--- src/rtl/cpu_run_if.sv ---
// Handshake bundle between the bench/debug front-end (master) and the
// run controller (slave).
interface cpu_run_if #(
    parameter int CYC_W = 16
) ();
    logic             i_start;
    logic             i_step_mode;
    logic             i_step;
    logic             i_pause;
    logic             i_abort;
    logic [31:0]      i_instr;
    logic             o_cpu_clr;
    logic             o_cpu_en;
    logic             o_done;
    logic [1:0]       o_halt_cause;
    logic [CYC_W-1:0] o_cycle;

    modport master (
        output i_start, i_step_mode, i_step, i_pause, i_abort, i_instr,
        input  o_cpu_clr, o_cpu_en, o_done, o_halt_cause, o_cycle
    );

    modport slave (
        input  i_start, i_step_mode, i_step, i_pause, i_abort, i_instr,
        output o_cpu_clr, o_cpu_en, o_done, o_halt_cause, o_cycle
    );
endinterface

--- src/rtl/cpu_run_controller.sv ---
// Run/step sequencer for the single-cycle core: gates the commit enable,
// clears the datapath at start, stops on ECALL/EBREAK, watchdog or abort.
//
// state     | meaning
// ----------+-------------------------------------------------------------
// IDLE      | after reset, waiting for start
// CLR       | one-cycle datapath clear
// RUN       | free run, one commit per cycle unless paused/stopped
// STEP_WAIT | single-step mode, waiting for a rising edge on i_step
// STEP_EXEC | single-step mode, commit exactly one instruction
// DONE      | stopped; done, cause and count held until next start
module cpu_run_controller #(
    parameter int CYC_W      = 16,
    parameter int MAX_CYCLES = 1000
) (
    input  logic     clk,
    input  logic     a_reset_n,
    cpu_run_if.slave bus
);
    typedef enum logic [2:0] {
        IDLE      = 3'd0,
        CLR       = 3'd1,
        RUN       = 3'd2,
        STEP_WAIT = 3'd3,
        STEP_EXEC = 3'd4,
        DONE      = 3'd5
    } state_t;

    localparam logic [1:0] CAUSE_NONE  = 2'b00;
    localparam logic [1:0] CAUSE_HALT  = 2'b01;
    localparam logic [1:0] CAUSE_TOUT  = 2'b10;
    localparam logic [1:0] CAUSE_ABORT = 2'b11;

    state_t           state_q;
    logic             clr_q;
    logic             done_q;
    logic [1:0]       cause_q;
    logic [CYC_W-1:0] cycle_q;
    logic             step_q;

    logic       halt_insn;
    logic       timeout;
    logic       exec_state;
    logic       stop_exec;
    logic [1:0] stop_cause;
    logic       step_rise;
    logic       cpu_en;

    // Stop/commit decode; the enable must react within the current cycle.
    always_comb begin
        halt_insn  = (bus.i_instr == 32'h0000_0073) || (bus.i_instr == 32'h0010_0073);
        timeout    = (cycle_q == CYC_W'(MAX_CYCLES));
        exec_state = (state_q == RUN) || (state_q == STEP_EXEC);
        stop_exec  = bus.i_abort || halt_insn || timeout;
        stop_cause = bus.i_abort ? CAUSE_ABORT : (halt_insn ? CAUSE_HALT : CAUSE_TOUT);
        step_rise  = bus.i_step && !step_q;
        cpu_en     = exec_state && !stop_exec && !bus.i_pause;
    end

    // Sequencer state, counter and registered status outputs.
    always_ff @(posedge clk or negedge a_reset_n) begin
        if (!a_reset_n) begin
            state_q <= IDLE;
            clr_q   <= 1'b0;
            done_q  <= 1'b0;
            cause_q <= CAUSE_NONE;
            cycle_q <= '0;
            step_q  <= 1'b0;
        end else begin
            step_q <= bus.i_step;
            clr_q  <= 1'b0;
            case (state_q)
                IDLE, DONE: begin
                    if (bus.i_start) begin
                        state_q <= CLR;
                        clr_q   <= 1'b1;
                        cycle_q <= '0;
                        done_q  <= 1'b0;
                        cause_q <= CAUSE_NONE;
                    end
                end
                CLR: begin
                    if (bus.i_abort) begin
                        state_q <= DONE;
                        cause_q <= CAUSE_ABORT;
                        done_q  <= 1'b1;
                    end else begin
                        state_q <= bus.i_step_mode ? STEP_WAIT : RUN;
                    end
                end
                RUN, STEP_EXEC: begin
                    if (stop_exec) begin
                        state_q <= DONE;
                        cause_q <= stop_cause;
                        done_q  <= 1'b1;
                    end else if (cpu_en) begin
                        // A paused cycle holds both the count and the state.
                        cycle_q <= cycle_q + 1'b1;
                        if (state_q == STEP_EXEC || bus.i_step_mode) begin
                            state_q <= STEP_WAIT;
                        end
                    end
                end
                STEP_WAIT: begin
                    if (bus.i_abort) begin
                        state_q <= DONE;
                        cause_q <= CAUSE_ABORT;
                        done_q  <= 1'b1;
                    end else if (step_rise) begin
                        state_q <= STEP_EXEC;
                    end else if (!bus.i_step_mode) begin
                        state_q <= RUN;
                    end
                end
                default: state_q <= IDLE;
            endcase
        end
    end

    assign bus.o_cpu_clr    = clr_q;
    assign bus.o_cpu_en     = cpu_en;
    assign bus.o_done       = done_q;
    assign bus.o_halt_cause = cause_q;
    assign bus.o_cycle      = cycle_q;
endmodule

--- src/flat_wrapper.sv ---
// flat-port wrapper written by rule: the top's interface ports become plain ports
module cpu_run_controller_flat 
#(
    parameter int CYC_W      = 16,
    parameter int MAX_CYCLES = 1000
)
  (clk, a_reset_n, bus_i_start, bus_i_step_mode, bus_i_step, bus_i_pause, bus_i_abort, bus_i_instr, bus_o_cpu_clr, bus_o_cpu_en, bus_o_done, bus_o_halt_cause, bus_o_cycle);
  cpu_run_if #(.CYC_W(CYC_W)) bus_i ();
  input  logic clk;
  input  logic a_reset_n;
  input wire logic [$bits(bus_i.i_start)-1:0] bus_i_start;
  input wire logic [$bits(bus_i.i_step_mode)-1:0] bus_i_step_mode;
  input wire logic [$bits(bus_i.i_step)-1:0] bus_i_step;
  input wire logic [$bits(bus_i.i_pause)-1:0] bus_i_pause;
  input wire logic [$bits(bus_i.i_abort)-1:0] bus_i_abort;
  input wire logic [$bits(bus_i.i_instr)-1:0] bus_i_instr;
  output wire logic [$bits(bus_i.o_cpu_clr)-1:0] bus_o_cpu_clr;
  output wire logic [$bits(bus_i.o_cpu_en)-1:0] bus_o_cpu_en;
  output wire logic [$bits(bus_i.o_done)-1:0] bus_o_done;
  output wire logic [$bits(bus_i.o_halt_cause)-1:0] bus_o_halt_cause;
  output wire logic [$bits(bus_i.o_cycle)-1:0] bus_o_cycle;
  assign bus_i.i_start = bus_i_start;
  assign bus_i.i_step_mode = bus_i_step_mode;
  assign bus_i.i_step = bus_i_step;
  assign bus_i.i_pause = bus_i_pause;
  assign bus_i.i_abort = bus_i_abort;
  assign bus_i.i_instr = bus_i_instr;
  assign bus_o_cpu_clr = bus_i.o_cpu_clr;
  assign bus_o_cpu_en = bus_i.o_cpu_en;
  assign bus_o_done = bus_i.o_done;
  assign bus_o_halt_cause = bus_i.o_halt_cause;
  assign bus_o_cycle = bus_i.o_cycle;
  cpu_run_controller #(.CYC_W(CYC_W), .MAX_CYCLES(MAX_CYCLES)) u_core (.clk(clk), .a_reset_n(a_reset_n), .bus(bus_i));
endmodule
--- config.mk ---
export PLATFORM = sky130hd
export DESIGN_NAME = cpu_run_controller_flat
export DESIGN_NICKNAME = d
export VERILOG_FILES = /design/src/rtl/cpu_run_if.sv /design/src/rtl/cpu_run_controller.sv /design/src/flat_wrapper.sv
export SDC_FILE = /design/constraint.sdc
export NUM_CORES = 1
export LEC_CHECK = 0
export BUFFER_PORTS_ARGS = -buffer_cell sky130_fd_sc_hd__buf_4
export CAP_MARGIN = 10
export CORE_MARGIN = 3
export CORE_UTILIZATION = 53
export DETAILED_ROUTE_END_ITERATION = 8
export GPL_TIMING_DRIVEN = 0
export PLACE_DENSITY = 0.93
export SYNTH_ARGS = -nofsm -noshare
export SYNTH_HDL_FRONTEND = slang
export SYNTH_SLANG_ARGS = --single-unit
--- constraint.sdc ---
create_clock -name clk -period 2.95 [get_ports clk]
set_input_delay 0 -clock clk [delete_from_list [all_inputs] [get_ports clk]]
set_output_delay 0 -clock clk [all_outputs]
set_load 0.01 [all_outputs]
* After elaboration in Yosys (flattened, before gate mapping)
Cells that the tools add are included.
** Word-level totals
- Output and inout port bits :: 21
- Flip-flop bits (word level) :: 24
- Logic and storage cells :: 69
** Operators by class
- Add/sub/neg operators :: 1
- Equal/unequal tests :: 16
- Mux-type cells :: 26
- Reductions and logical operators :: 20
** Operators by type and width (number)
- 16-bit 2-to-1 mux :: 3
- 32-bit by 21-bit == test with 1-bit output (second input constant) :: 1
- 32-bit by 7-bit == test with 1-bit output (second input constant) :: 1
- 16-bit one-hot mux with 2 select lines :: 1
- 3-bit 2-to-1 mux :: 8
- 16-bit by 1-bit adder with 16-bit output (second input constant) :: 1
- 16-bit by 10-bit == test with 1-bit output (second input constant) :: 1
- 3-bit one-hot mux with 4 select lines :: 1
- 4-bit AND reduction :: 3
- 2-bit 2-to-1 mux :: 5
- 3-bit by 2-bit == test with 1-bit output (second input constant) :: 2
- 3-bit == test (second input constant) :: 2
- 1-bit 2-to-1 mux :: 6
- 2-bit != test (second input constant) :: 3
- 2-bit one-hot mux with 3 select lines :: 1
- 2-bit OR reduction :: 3
- 1-bit logical OR :: 5
- 2-bit by 1-bit != test with 1-bit output (second input constant) :: 2
- 4-bit by 3-bit != test with 1-bit output (second input constant) :: 1
- 3-bit by 1-bit == test with 1-bit output (second input constant) :: 1
- 1-bit logical AND :: 3
- 1-bit zero test :: 3
- 3-bit zero test :: 1
- 3-bit by 1-bit != test with 1-bit output (second input constant) :: 1
- other kinds (4) :: 4

* Logic depth before layout (Yosys ltp)
Gate-level depths: netlist of the first run.
- Word-level depth :: 10
- Depth in mapped cells :: 10
- Gate-level depth less buffers :: 8

* Worst setup path before layout of the first run
OpenSTA, ideal clock, no wires.
- Kind :: flip-flop to flip-flop
- From :: register u_core.cycle_q[0] (netlist: u_core.bus.o_cycle[0])
- To :: register u_core.cycle_q[13] (netlist: u_core.bus.o_cycle[13])
- Slack :: 0.864 ns
- Data arrival time :: 2.009 ns
- Period minus slack after synthesis :: 2.086 ns
- Stages on the path, launching flop included :: 11
- Buffers on the path :: 2
- Path through :: dfrtp_1 -> inv_1 -> ha_1 -> nor4bb_1 -> nand4_2 -> and2_1 -> buf_2 -> a21oi_2 -> buf_6 -> or4_1 -> a21oi_1
** Between the ends
- Longest elaborated chain between the ends :: 7
** RTL lines
- start: declaration :: line cpu_run_controller.sv:38 : logic [CYC_W-1:0] cycle_q;
- start signal: assignment :: line cpu_run_controller.sv:98 : cycle_q <= cycle_q + 1'b1;
- parallel branches: the longest is 7 deep, another holds 16-bit by 1-bit adder with 16-bit output
Parallel ways; which one is timed is not known. The select of a mux whose other input is x is not followed.
A chain may end at the register's enable or synchronous reset.

* Worst setup path after layout of the first run
- From :: register u_core.cycle_q[0] (netlist: u_core.bus.o_cycle[0])
- To :: output bus_o_cpu_en
** Between the ends
- Longest elaborated chain between the ends :: 5
** RTL lines
- 16-bit by 10-bit == test with 1-bit output :: line cpu_run_controller.sv:52 : timeout = (cycle_q == CYC_W'(MAX_CYCLES));
- 1-bit logical OR :: line cpu_run_controller.sv:54 : stop_exec = bus.i_abort || halt_insn || timeout;
- 1-bit zero test :: line cpu_run_controller.sv:57 : cpu_en = exec_state && !stop_exec && !bus.i_pause;
- 1-bit logical AND (2 in series) :: line cpu_run_controller.sv:57
- end: declaration :: line flat_wrapper.sv:18 : output wire logic [$bits(bus_i.o_cpu_en)-1:0] bus_o_cpu_en;
Every way passes these cells.

==> results.md, run 1 <==
- Global routing used 24.8% of the available tracks.
- The worst pin sits at a relative slew slack of 65.7%.
- At the end of the flow the core is filled with cells to 75.3%.
- The cell area that synthesis handed to floorplanning was 0.00159 mm².
- The classification of the worst-slack hold path is in2reg.
- Relative to the synthesized area, the layout overhead comes to 32.9%.
- After synthesis, flip-flops and latches occupy 37.8% of the total area.
- The post-synth net total is 221.
- The average detailed-routed wire length per instance is 15.5 µm.
- Counting flops and latches in the post-synthesis netlist gives 24.
- The floorplan die area is 0.00369 mm².
- The routed layout has 1705 vias.
- The number of global-route vias before repair is 1617.
- The repair_antennas step left the layout with diodes totalling 0.
- During placement, the flow inserted port buffers numbering 57.
- The cell family with the largest share of critical-path delay is simple AND/OR/NAND/NOR gates.
- The origin of the critical flop-to-flop path is u_core.bus.o_cycle[0].
- Along the worst hold path, the cell count comes to 4.
- The die boundary width is 60.8 µm.
- The total length of routed wires is 4.24 mm.
- VDD sags by at most 389 µV.
- The weighted congestion reported at the end of routability-driven placement is 0.903.
- The insertion delay to the later sink of the worst-skew pair is 320 ps.
- Averaged over all synthesized cells, the footprint is 8.83 µm².
- Global routing consumed, on the met1 layer, 33.9% of the routing resources.
- For this design the static power due to leakage is 0.000964 µW.
- STA puts the critical path data arrival time at 2330 ps.
- The die outline height is 60.8 µm.
- The worst hold path begins at bus_i_pause.
- The required time reported for the critical path endpoint is 2950 ps.
- Sorting the synthesized cells by area gives the leading types as dfrtp_1 38%, or4_1 4.7%, a21oi_1 3.8%, nand4_1 3.1%, nor2_1 2.8%.
- The number of antenna violations at the first check in global routing is 0.
- The worst setup path is launched from a flop.
- The reported max-cap violation count is 0.
- The maximum single-stage delay on the critical path is 470 ps.
- The count of mapped cells out of synthesis is 180.
- The total core area is 0.00281 mm².
- Counting the buffers created by CTS gives 3.
- The post-cts gate resize count is 0.
- The top achievable clock speed is 0.430 GHz.
- The proportion of register bits with asynchronous set or reset after synthesis is 100%.
- The number of endpoints failing setup at the final stage is 0.
- Clock tree synthesis selected as its root buffer the cell clkbuf_4.
- The largest area contributor in the netlist is dfrtp_1.
- The reg-to-reg setup timing slack is 690 ps.
- The checks that failed: hold timing.
- The signal on the critical path passes through inv_1, ha_1, nor4bb_1, nand4_2, and2_1, buf_2, nand2_2, nor2_1, buf_4.
- CTS built an H-tree with a depth of 1.
- Dividing the final minimum period by the clock period gives 78.9%.
- For the worst flop-to-flop path, the logic depth is 10.
- The number of design-rule violations left by the first detailed-router iteration is 105.
- For this run, the post-layout net count is 285.
- The maximum buffer depth of the clock tree is 2.
- Setup repair after global routing left no endpoint under its margin.
- The clock period could shrink to 2330 ps.
- The pin count of the biggest net entering global routing is 25.
- The detailed-routing iteration count for the pre-antenna-repair pass is 4.
- The count of final hold-check violations is 1.
- In the final layout, the share of cells above drive strength 1 is 32.1%.
- The type of the worst setup path is reg2out.
- The worst-case clock skew is 5.88 ps.
- The wire length of the first global-routing pass is 6.96 mm.
- The endpoint identified for the worst register-to-register timing path is u_core.bus.o_cycle[12].
- The path with the worst hold slack has its endpoint at u_core.bus.o_cycle[5].
- For this run, global-route usage on met3 was measured as 3.62%.
- The global routing usage on met2 is 40.2%.
- The slowest cell on the critical path is dfrtp_1.
- The number of nets still failing antenna checks after routing is 0.
- The post-placement worst setup slack is 743 ps.
- Among all flip-flop cells after synthesis, the most frequent one is dfrtp_1.
- After synthesis, the netlist uses 50 different library cells.
- After clock tree synthesis, the clock-pin slew on the worst setup and hold paths is 140 ps.
- The final number of max-transition violations is 0.
- STA classifies the critical path endpoint as an output port.
- The number of rows created at floorplan is 19.
- The library cells used most frequently in the layout, excluding fill and tap cells, are 58 x buf_4, 24 x dfrtp_1, 12 x nor2_1, 12 x a21oi_1, 10 x or4_1.
- After legalization and detailed placement, the total HPWL measured 3.19 mm.
- TritonCTS built the clock tree.
- In this run the power density over the cells is 582 mW/mm².
- The count of synthesis-stage warnings from yosys is 0.
- The total congestion overflow is 0.
- The top-area cell type share of the netlist area is 37.8%.
- The number of buffers and inverters on the critical path is 3.
- On the final layout, the worst hold slack is -6.53 ps.
- The most common library cell in the layout ignoring fill and taps is buf_4.
- After detailed routing, the number of vias per cell comes to 6.22.
- The total clock sinks is 24.
- After detailed routing, the number of remaining DRC violations is 0.
- The global-route layer with the greatest usage is met2.
- The run finished, with violations left.
- 60 I/O pins were placed.
- The transition at the pin with the smallest max-transition slack is 514 ps.
- The total negative slack is 0 ps.
- Of all nets on the critical path, the largest fanout is 10.
- In this run, synthesis inferred 0 flip-flops with an integrated enable.
- The final worst slack is 623 ps.
- Once the floorplan was initialized, standard cells occupied 56.6% of the core.
worst max-delay path by stage:
stage	slack (ps)	start	endpoint	depth (start not counted)
after floorplan	860	u_core.bus.o_cycle[0]	u_core.bus.o_cycle[13]	10
after global placement	790	u_core.bus.o_cycle[0]	u_core.bus.o_cycle[14]	10
after detailed placement	740	u_core.bus.o_cycle[0]	u_core.bus.o_cycle[14]	10
after CTS	650	u_core.bus.o_cycle[0]	bus_o_cpu_en	9
after global routing	500	u_core.bus.o_cycle[1]	bus_o_cpu_en	9
final	620	u_core.bus.o_cycle[0]	bus_o_cpu_en	9
synth_stat cells, types with 2 or more instances:
cell and count:
o21ai_0 5, o31ai_1 5, or3_1 4, a31oi_1 5, a21oi_1 12, o21bai_1 2
ha_1 2, a21o_1 3, inv_1 9, nor2_1 12, nor4_1 4, xor2_1 2
or2_2 3, nand2_1 7, clkbuf_1 5, or4_1 10, nand2b_1 4, mux2_1 3
buf_2 4, and2_1 3, o21ai_1 5, nand3_1 6, nor3_1 6, nand4_2 2
nand4_1 8, o311ai_0 2, dfrtp_1 24
tightest hold or removal path, cell delays in order:
cell     delay (ps)
buf_4           100
nor3_1           50
nand4_1          80
o21ai_1          60
final cells by class:
class                      instances  area (µm²)
buffer                            11        57.6
clock buffer                       4        36.3
fill                             216         693
inverter                           9        33.8
multi-input combinational        136         897
sequential                        24         601
tap                               31        38.8
timing repair buffer              59         448
cell families after synthesis:
| group | count (synthesis) | synth area share (%) |
|---|---|---|
| AO/OA/AOI/OAI | 51 | 21.3 |
| flip-flops | 24 | 37.8 |
| AND/OR/NAND/NOR | 77 | 29.8 |
| adder cells (fa/ha/maj) | 2 | 1.57 |
| buffers and inverters | 20 | 5.75 |
| XOR/XNOR | 2 | 1.10 |
| multiplexers | 4 | 2.76 |
state kept, by name (all words and copies together) (netlist names):
name / cells
u_core.state_q: 3
u_core.bus.o_halt_cause: 2
u_core.step_q: 1
u_core.bus.o_cpu_clr: 1
u_core.bus.o_cycle: 16
u_core.bus.o_done: 1
report_power, final:
group          total, µW  switching, µW  internal, µW
clock                180            105          75.4
combinational        619            347           271
sequential           430           44.6           385
total               1230            497           732
stage by stage:
step | hold slack [ps] | power [µW] | area, µm² | instances
4_1_cts | 1.93 | 1230 | 2110 | 274
2_1_floorplan | -296 | 843 | 1590 | 180
5_1_grt | 6.30 | 1320 | 2110 | 274
3_3_place_gp | -83.0 | 1030 | 2060 | 268
3_5_place_dp | -80.5 | 1050 | 2060 | 268
6_report | -6.53 | 1230 | 2110 | 274
what timing repair did:
action,in CTS,in global routing
hold buffers,2,0
hold endpoints to repair,25,0
buffers inserted,0,0
layer usage:
metal	share of wire [%]	vias up
met2	49	89
li1	-	817
met5	0	-
met1	42	793
met3	8.0	6
met4	0.85	0
Note: power is estimated with default switching activity, not from simulation.
==> run 2: changes to the inputs <==
--- a/config.mk
+++ b/config.mk
@@ -8,10 +8,10 @@
 export BUFFER_PORTS_ARGS = -buffer_cell sky130_fd_sc_hd__buf_4
 export CAP_MARGIN = 10
 export CORE_MARGIN = 3
-export CORE_UTILIZATION = 53
+export CORE_UTILIZATION = 49
 export DETAILED_ROUTE_END_ITERATION = 8
 export GPL_TIMING_DRIVEN = 0
-export PLACE_DENSITY = 0.93
+export PLACE_DENSITY = 0.88
 export SYNTH_ARGS = -nofsm -noshare
 export SYNTH_HDL_FRONTEND = slang
 export SYNTH_SLANG_ARGS = --single-unit
==> constraint.sdc (replaced) <==
create_clock -name clk -period 2.2 [get_ports clk]
set_input_delay 0 -clock clk [delete_from_list [all_inputs] [get_ports clk]]
set_output_delay 0 -clock clk [all_outputs]
set_load 0.01 [all_outputs]
==> results.md, run 2 (synthesis results as in run 1) <==
- The worst path arrival time is 2110 ps.
- The tree is rooted in a clkbuf_4.
- The total congestion overflow is 0.
- The starting density of the core is 51.6%.
- After clock tree synthesis, the clock-pin slew on the worst setup and hold paths is 140 ps.
- The register with the most flip-flops in the layout has 16 of them.
- The die covers 0.00396 mm².
- 0 antenna diodes ended up in the layout.
- The tree built by TritonCTS fans out to 24 sinks.
- The total chip power is 1730 µW.
- The required time reported for the critical path endpoint is 2200 ps.
- The pre-antenna-repair detailed-routing pass consisted of 4 iterations.
- Summing over every cut layer, the via total after detailed routing is 1761.
- The maximum level of the CTS H-tree is 1.
- The global router's overall resource usage is 23.0%.
- The total area of sequential cells is 602 µm².
- The total length of routed wires is 4.60 mm.
- The area overhead of the layout relative to synthesis is 39.4%.
- The transition at the pin with the smallest max-transition slack is 501 ps.
- The worst-case IR drop observed on VDD is 403 µV.
- Input and output buffers added on the ports amount to 57.
- The flow ran to the end, and the final reports show no timing, DRC or antenna violations.
- The DRC violation count after routing is 0.
- The final critical path time including I/O delays and setup is 2110 ps.
- The number of cells after detailed placement is 281.
- The post-detailed-placement half-perimeter wirelength is 3.27 mm.
- The die outline height is 62.9 µm.
- During I/O placement, the number of pins put on the boundary was 60.
- Summing all multi-input logic gate instances after layout gives 935 µm².
- For this run, the number of standard cells in the final layout without fillers is 292.
- The number of global-route vias before repair was 1575.
- The classification of the worst-slack hold path is in2reg.
- Entering global routing, the biggest net connects 25 pins.
- The number of design-rule violations left by the first detailed-router iteration is 99.
- The number of rows created at floorplan is 20.
- The final worst-path cycle share is 95.8%.
- The nature of the critical path startpoint is a flop.
- Using the TritonRoute via totals, the vias-per-cell ratio works out to 6.03.
- Between clock sinks in the finished design, the worst skew comes to 1.84 ps.
- Setup violations remaining at the end of the flow were counted as 0.
- The final number of max-transition violations came to 0.
- For this run, the top clock speed supported by timing is 0.474 GHz.
- The count of final hold-check violations is 0.
- The TritonCTS clock tree is done.
- The category of the worst setup path capture point is an output port.
- Counting along the longest clock path gives a buffer depth of 2.
- Leaving out fill and tap cells, the most frequent cells in the layout are 63 x buf_4, 23 x dfrtp_1, 12 x a21oi_1.
- The clock buffer count from CTS is 3.
- Setup repair after global routing could not meet its margin everywhere.
- The die is 62.9 µm wide.
- The power density over the cells is 781 mW/mm².
- The number of nets in the layout is 290.
- The later pin in the worst-skew pair is clocked with a latency of 330 ps.
- The wire length of the first global-routing pass is 7.22 mm.
- The number of antenna violations at the first check in global routing is 0.
- The maximum fanout along the worst path is 10.
- The reported max-cap violation count is 0.
- The average detailed-routed wire length per instance is 15.8 µm.
- Fill cells in the final layout number 250.
- In this run the tightest slew margin relative to its limit is 66.6%.
- The most common library cell in the layout ignoring fill and taps is buf_4.
- The number of nets still failing antenna checks after routing is 0.
- Cells with a size suffix above 1 make up 36.7% of the layout.
- The critical path is of the reg2out type.
- The weighted congestion reported at the end of routability-driven placement is 0.855.
- For this design the static power due to leakage is 0.00100 µW.
- The total core area is 0.00308 mm².
-- run 2: cell types whose count changed in the layout (fill, tap and decap cells not counted), sizes merged --
cell and change:
buf +4, dlygate4sd3 +1
-- run 2: where the power goes --
group	switching [µW]	leakage (µW)	internal [µW]
clock network	149	0.0000210	102
registers	50.8	0.000316	518
logic	508	0.000662	403
total	708	0.00100	1020
-- run 2: path summary, 6_finish.rpt --
check                                           startpoint                    endpoint  slack (ps)  depth (start not counted)
worst max-delay path                 u_core.bus.o_cycle[0]                bus_o_cpu_en          90                          9
worst min-delay path                       bus_i_step_mode           u_core.state_q[2]         100                          4
worst max register to register       u_core.bus.o_cycle[1]      u_core.bus.o_cycle[14]         100                         10
worst min register to register  u_core.bus.o_halt_cause[0]  u_core.bus.o_halt_cause[0]         530                          1
max in group asynchronous                        a_reset_n       u_core.bus.o_cycle[0]        1840                          2
min in group asynchronous                        a_reset_n       u_core.bus.o_cycle[4]         110                          2
-- run 2: area by class of cell --
type / count / share of cell area, %
clock buffers: 4 / 1.64
well taps: 44 / 2.48
repair buffers: 64 / 22.0
plain buffers: 11 / 2.99
flip-flops and latches: 24 / 27.2
multi-input cells: 136 / 42.2
inverters: 9 / 1.52
-- run 2: through the flow --
stage / utilization (%) / setup WS [ps] / TNS [ps] / hold slack, ps / instance area (µm²)
2_1_floorplan: - / 114 / 0 / -296 / 1590
6_report: 72.0 / 92.2 / 0 / 99.7 / 2220
5_1_grt: 72.0 / -44.8 / -83.1 / 96.3 / 2220
3_5_place_dp: 67.3 / -11.8 / -28.1 / -80.0 / 2070
4_1_cts: 70.4 / 5.83 / 0 / 87.8 / 2170
3_3_place_gp: 67.3 / 25.7 / 0 / -81.7 / 2070
-- run 2: repair_timing --
action                                  4_1_cts  5_1_grt
setup buffers                                 2        2
gates resized for setup                       4       12
endpoints found under the hold margin        26        0
endpoints found under the setup margin       11       13
hold buffers                                  3        0
pin swaps                                     1        1
-- run 2: routing by layer --
layer	vias to the layer above	track usage, %	routed length, µm
met4	0	11.6	119
met1	823	28.9	1820
met2	96	37.0	2250
li1	830	-	-
met3	12	5.04	415
met5	-	0	0
-- run 2: critical path: stages (launching register included) --
cell and delay [ps]:
dfrtp_2 430, inv_1 70, ha_1 150, nor4bb_4 220, nand4_2 160, and2_1 190
buf_4 150, nand2_2 150, nor2_1 100, buf_4 160
==> run 3: changes to the inputs <==
==> constraint.sdc (replaced) <==
create_clock -name clk -period 2.2 [get_ports clk]
set_input_delay 0 -clock clk [delete_from_list [all_inputs] [get_ports clk]]
set_output_delay 0 -clock clk [all_outputs]
set_load 0.005 [all_outputs]
==> results.md, run 3 (synthesis results as in run 1) <==
- TritonCTS built the clock tree.
- The post-detailed-placement cell area is 0.00207 mm².
- After layout, the minimum clock period comes to 2100 ps.
- Entering global routing, the biggest net connects 25 pins.
- The final worst-path cycle share is 95.3%.
- The number of endpoints failing setup at the final stage is 0.
- The number of rows created at floorplan is 20.
- The flow ran to the end, and the final reports show no timing, DRC or antenna violations.
- The detailed-routing iteration count for the pre-antenna-repair pass is 4.
- The required time reported for the critical path endpoint is 2470 ps.
- Summed over all layers, the global routing overflow is 0.
- The most common library cell in the layout ignoring fill and taps is buf_4.
- The via count is 1779.
- The starting density of the core is 51.6%.
- The die outline height is 62.9 µm.
- The total chip power is 1710 µW.
- The classification of the worst-slack hold path is in2reg.
- The share of final-layout standard cells stronger than drive strength 1 is 36.7%.
- The floorplan die area is 0.00396 mm².
- The maximum buffer depth of the clock tree is 2.
- The flip-flop count of the largest register after layout is 16.
- The power density over the cells is 771 mW/mm².
- The number of buffer and inverter stages on the critical path is 3.
- The critical path goes through inv_1, ha_1, nor4bb_4, nand4_2, and2_1, buf_4, a21oi_2, buf_6, or4_1, a21oi_1.
- In this run the tightest slew margin relative to its limit is 66.4%.
- Using the TritonRoute via totals, the vias-per-cell ratio works out to 6.09.
- The worst-case clock skew is 7.83 ps.
- The final number of max-transition violations is 0.
- After clock tree synthesis, the clock-pin slew on the worst setup and hold paths is 140 ps.
- The top cell types in the final layout, fill and taps aside, are 63 x buf_4, 23 x dfrtp_1, 12 x a21oi_1.
- After the flow finishes, the layout carries non-filler instances totaling 292.
- The average detailed-routed wire length per instance is 15.7 µm.
- The maximum level of the CTS H-tree is 1.
- The count of final hold-check violations is 0.
- The total clock sinks is 24.
- The worst setup path is captured at a flop.
- The tree is rooted in a clkbuf_4.
- Setup repair after global routing could not meet its margin everywhere.
- Timing analysis after detailed placement gives a worst setup slack of -11.8 ps.
- The number of clock buffers added by TritonCTS is 3.
- Once detail routing completed, the nets flagged for antenna violations numbered 0.
- Among cell families on the critical path, the largest total delay comes from simple AND/OR/NAND/NOR gates.
- The finished cells cover 0.00222 mm².
- In this run the worst path has a maximum fanout of 10.
- For this run, design rule violations remaining after detail routing come to 0.
- The count of input and output buffers is 57.
- The slowest cell on the critical path is or4_1.
- On the worst path, the slowest cell contributes a delay of 500 ps.
- The global router's overall resource usage is 22.9%.
- The number of antenna violations at the first check in global routing is 0.
- In this run the static leakage power is 0.00100 µW.
- After detailed routing, the total wire length is 4.57 mm.
- The total core area is 0.00308 mm².
- The reported max-cap violation count is 0.
- The number of nets in the layout is 290.
- The die boundary width is 62.9 µm.
- The worst IR drop on VDD is 403 µV.
- The post-detailed-placement half-perimeter wirelength is 3.27 mm.
- The total negative slack is 0 ps.
- The final worst slack is 103 ps.
- The worst setup path is of the reg2reg kind.
- The number of cells after detailed placement is 281.
- The nature of the critical path startpoint is a flop.
- At the end of routability-driven placement, the weighted congestion stood at 0.855.
- The area overhead of the layout relative to synthesis is 39.4%.
- The number of global-route vias before repair came to 1563.
- The count of inserted antenna diode cells is 0.
- The wire length of the first global-routing pass is 7.17 mm.
- The number of ports placed on the die boundary is 60.
- The number of design-rule violations left by the first detailed-router iteration is 116.
- The transition at the pin with the smallest max-transition slack is 504 ps.
- The worst path arrival time is 2360 ps.
- For this run, the top clock speed supported by timing is 0.477 GHz.
- At the later pin of the worst-skew pair, clock insertion delay measures 330 ps.
[run 3: cell counts in the layout (fill, tap and decap cells not counted)]
Identical to the previous run, type by type.
[run 3: through the flow]
stage	hold WS [ps]	util, %
2_1_floorplan	-296	-
3_3_place_gp	-81.7	67.3
3_5_place_dp	-80.0	67.3
4_1_cts	87.8	70.2
5_1_grt	96.3	72.0
6_report	99.3	72.0
[run 3: repair_timing]
action	CTS	global route
hold buffers	3	0
setup buffers	2	2
pin swaps	1	1
resized for setup	3	13
endpoints found under the setup margin	11	13
hold endpoints to repair	26	0
[run 3: metal layers]
metal	up-vias	share of wire, %	routed length, µm	track usage, %
met3	11	8.7	400	4.86
met4	0	2.1	95	11.6
met2	106	49	2240	36.4
met1	828	40	1830	29.1
met5	-	0	0	0
li1	834	-	-	-
[run 3: worst paths after layout]
path / startpoint / depth (start not counted) / end / slack (ps)
max: u_core.bus.o_cycle[1] / 10 / u_core.bus.o_cycle[14] / 100
min: bus_i_step_mode / 4 / u_core.state_q[2] / 100
max reg2reg: u_core.bus.o_cycle[1] / 10 / u_core.bus.o_cycle[14] / 100
min reg2reg: u_core.bus.o_halt_cause[0] / 1 / u_core.bus.o_halt_cause[0] / 530
max in group asynchronous: a_reset_n / 2 / u_core.bus.o_cycle[0] / 1820
min in group asynchronous: a_reset_n / 2 / u_core.bus.o_cycle[4] / 110
[run 3: power by group]
group          internal, µW  total (µW)  switching [µW]  leakage, µW
Clock                   102         246             144    0.0000210
Combinational           402         895             494     0.000662
Sequential              518         568            50.0     0.000316
[run 3: layout make-up]
type | count | area (µm²)
inverters | 9 | 33.8
clock buffers | 4 | 36.3
well taps | 44 | 55.1
flip-flops and latches | 24 | 602
plain buffers | 11 | 66.3
repair buffers | 64 | 488
fillers | 250 | 862
multi-input cells | 136 | 935
[run 3: tightest hold or removal path: cells and delay by family]
kind,cells,cell delay (ps)
buf+inv,1,90
compound gates,3,310
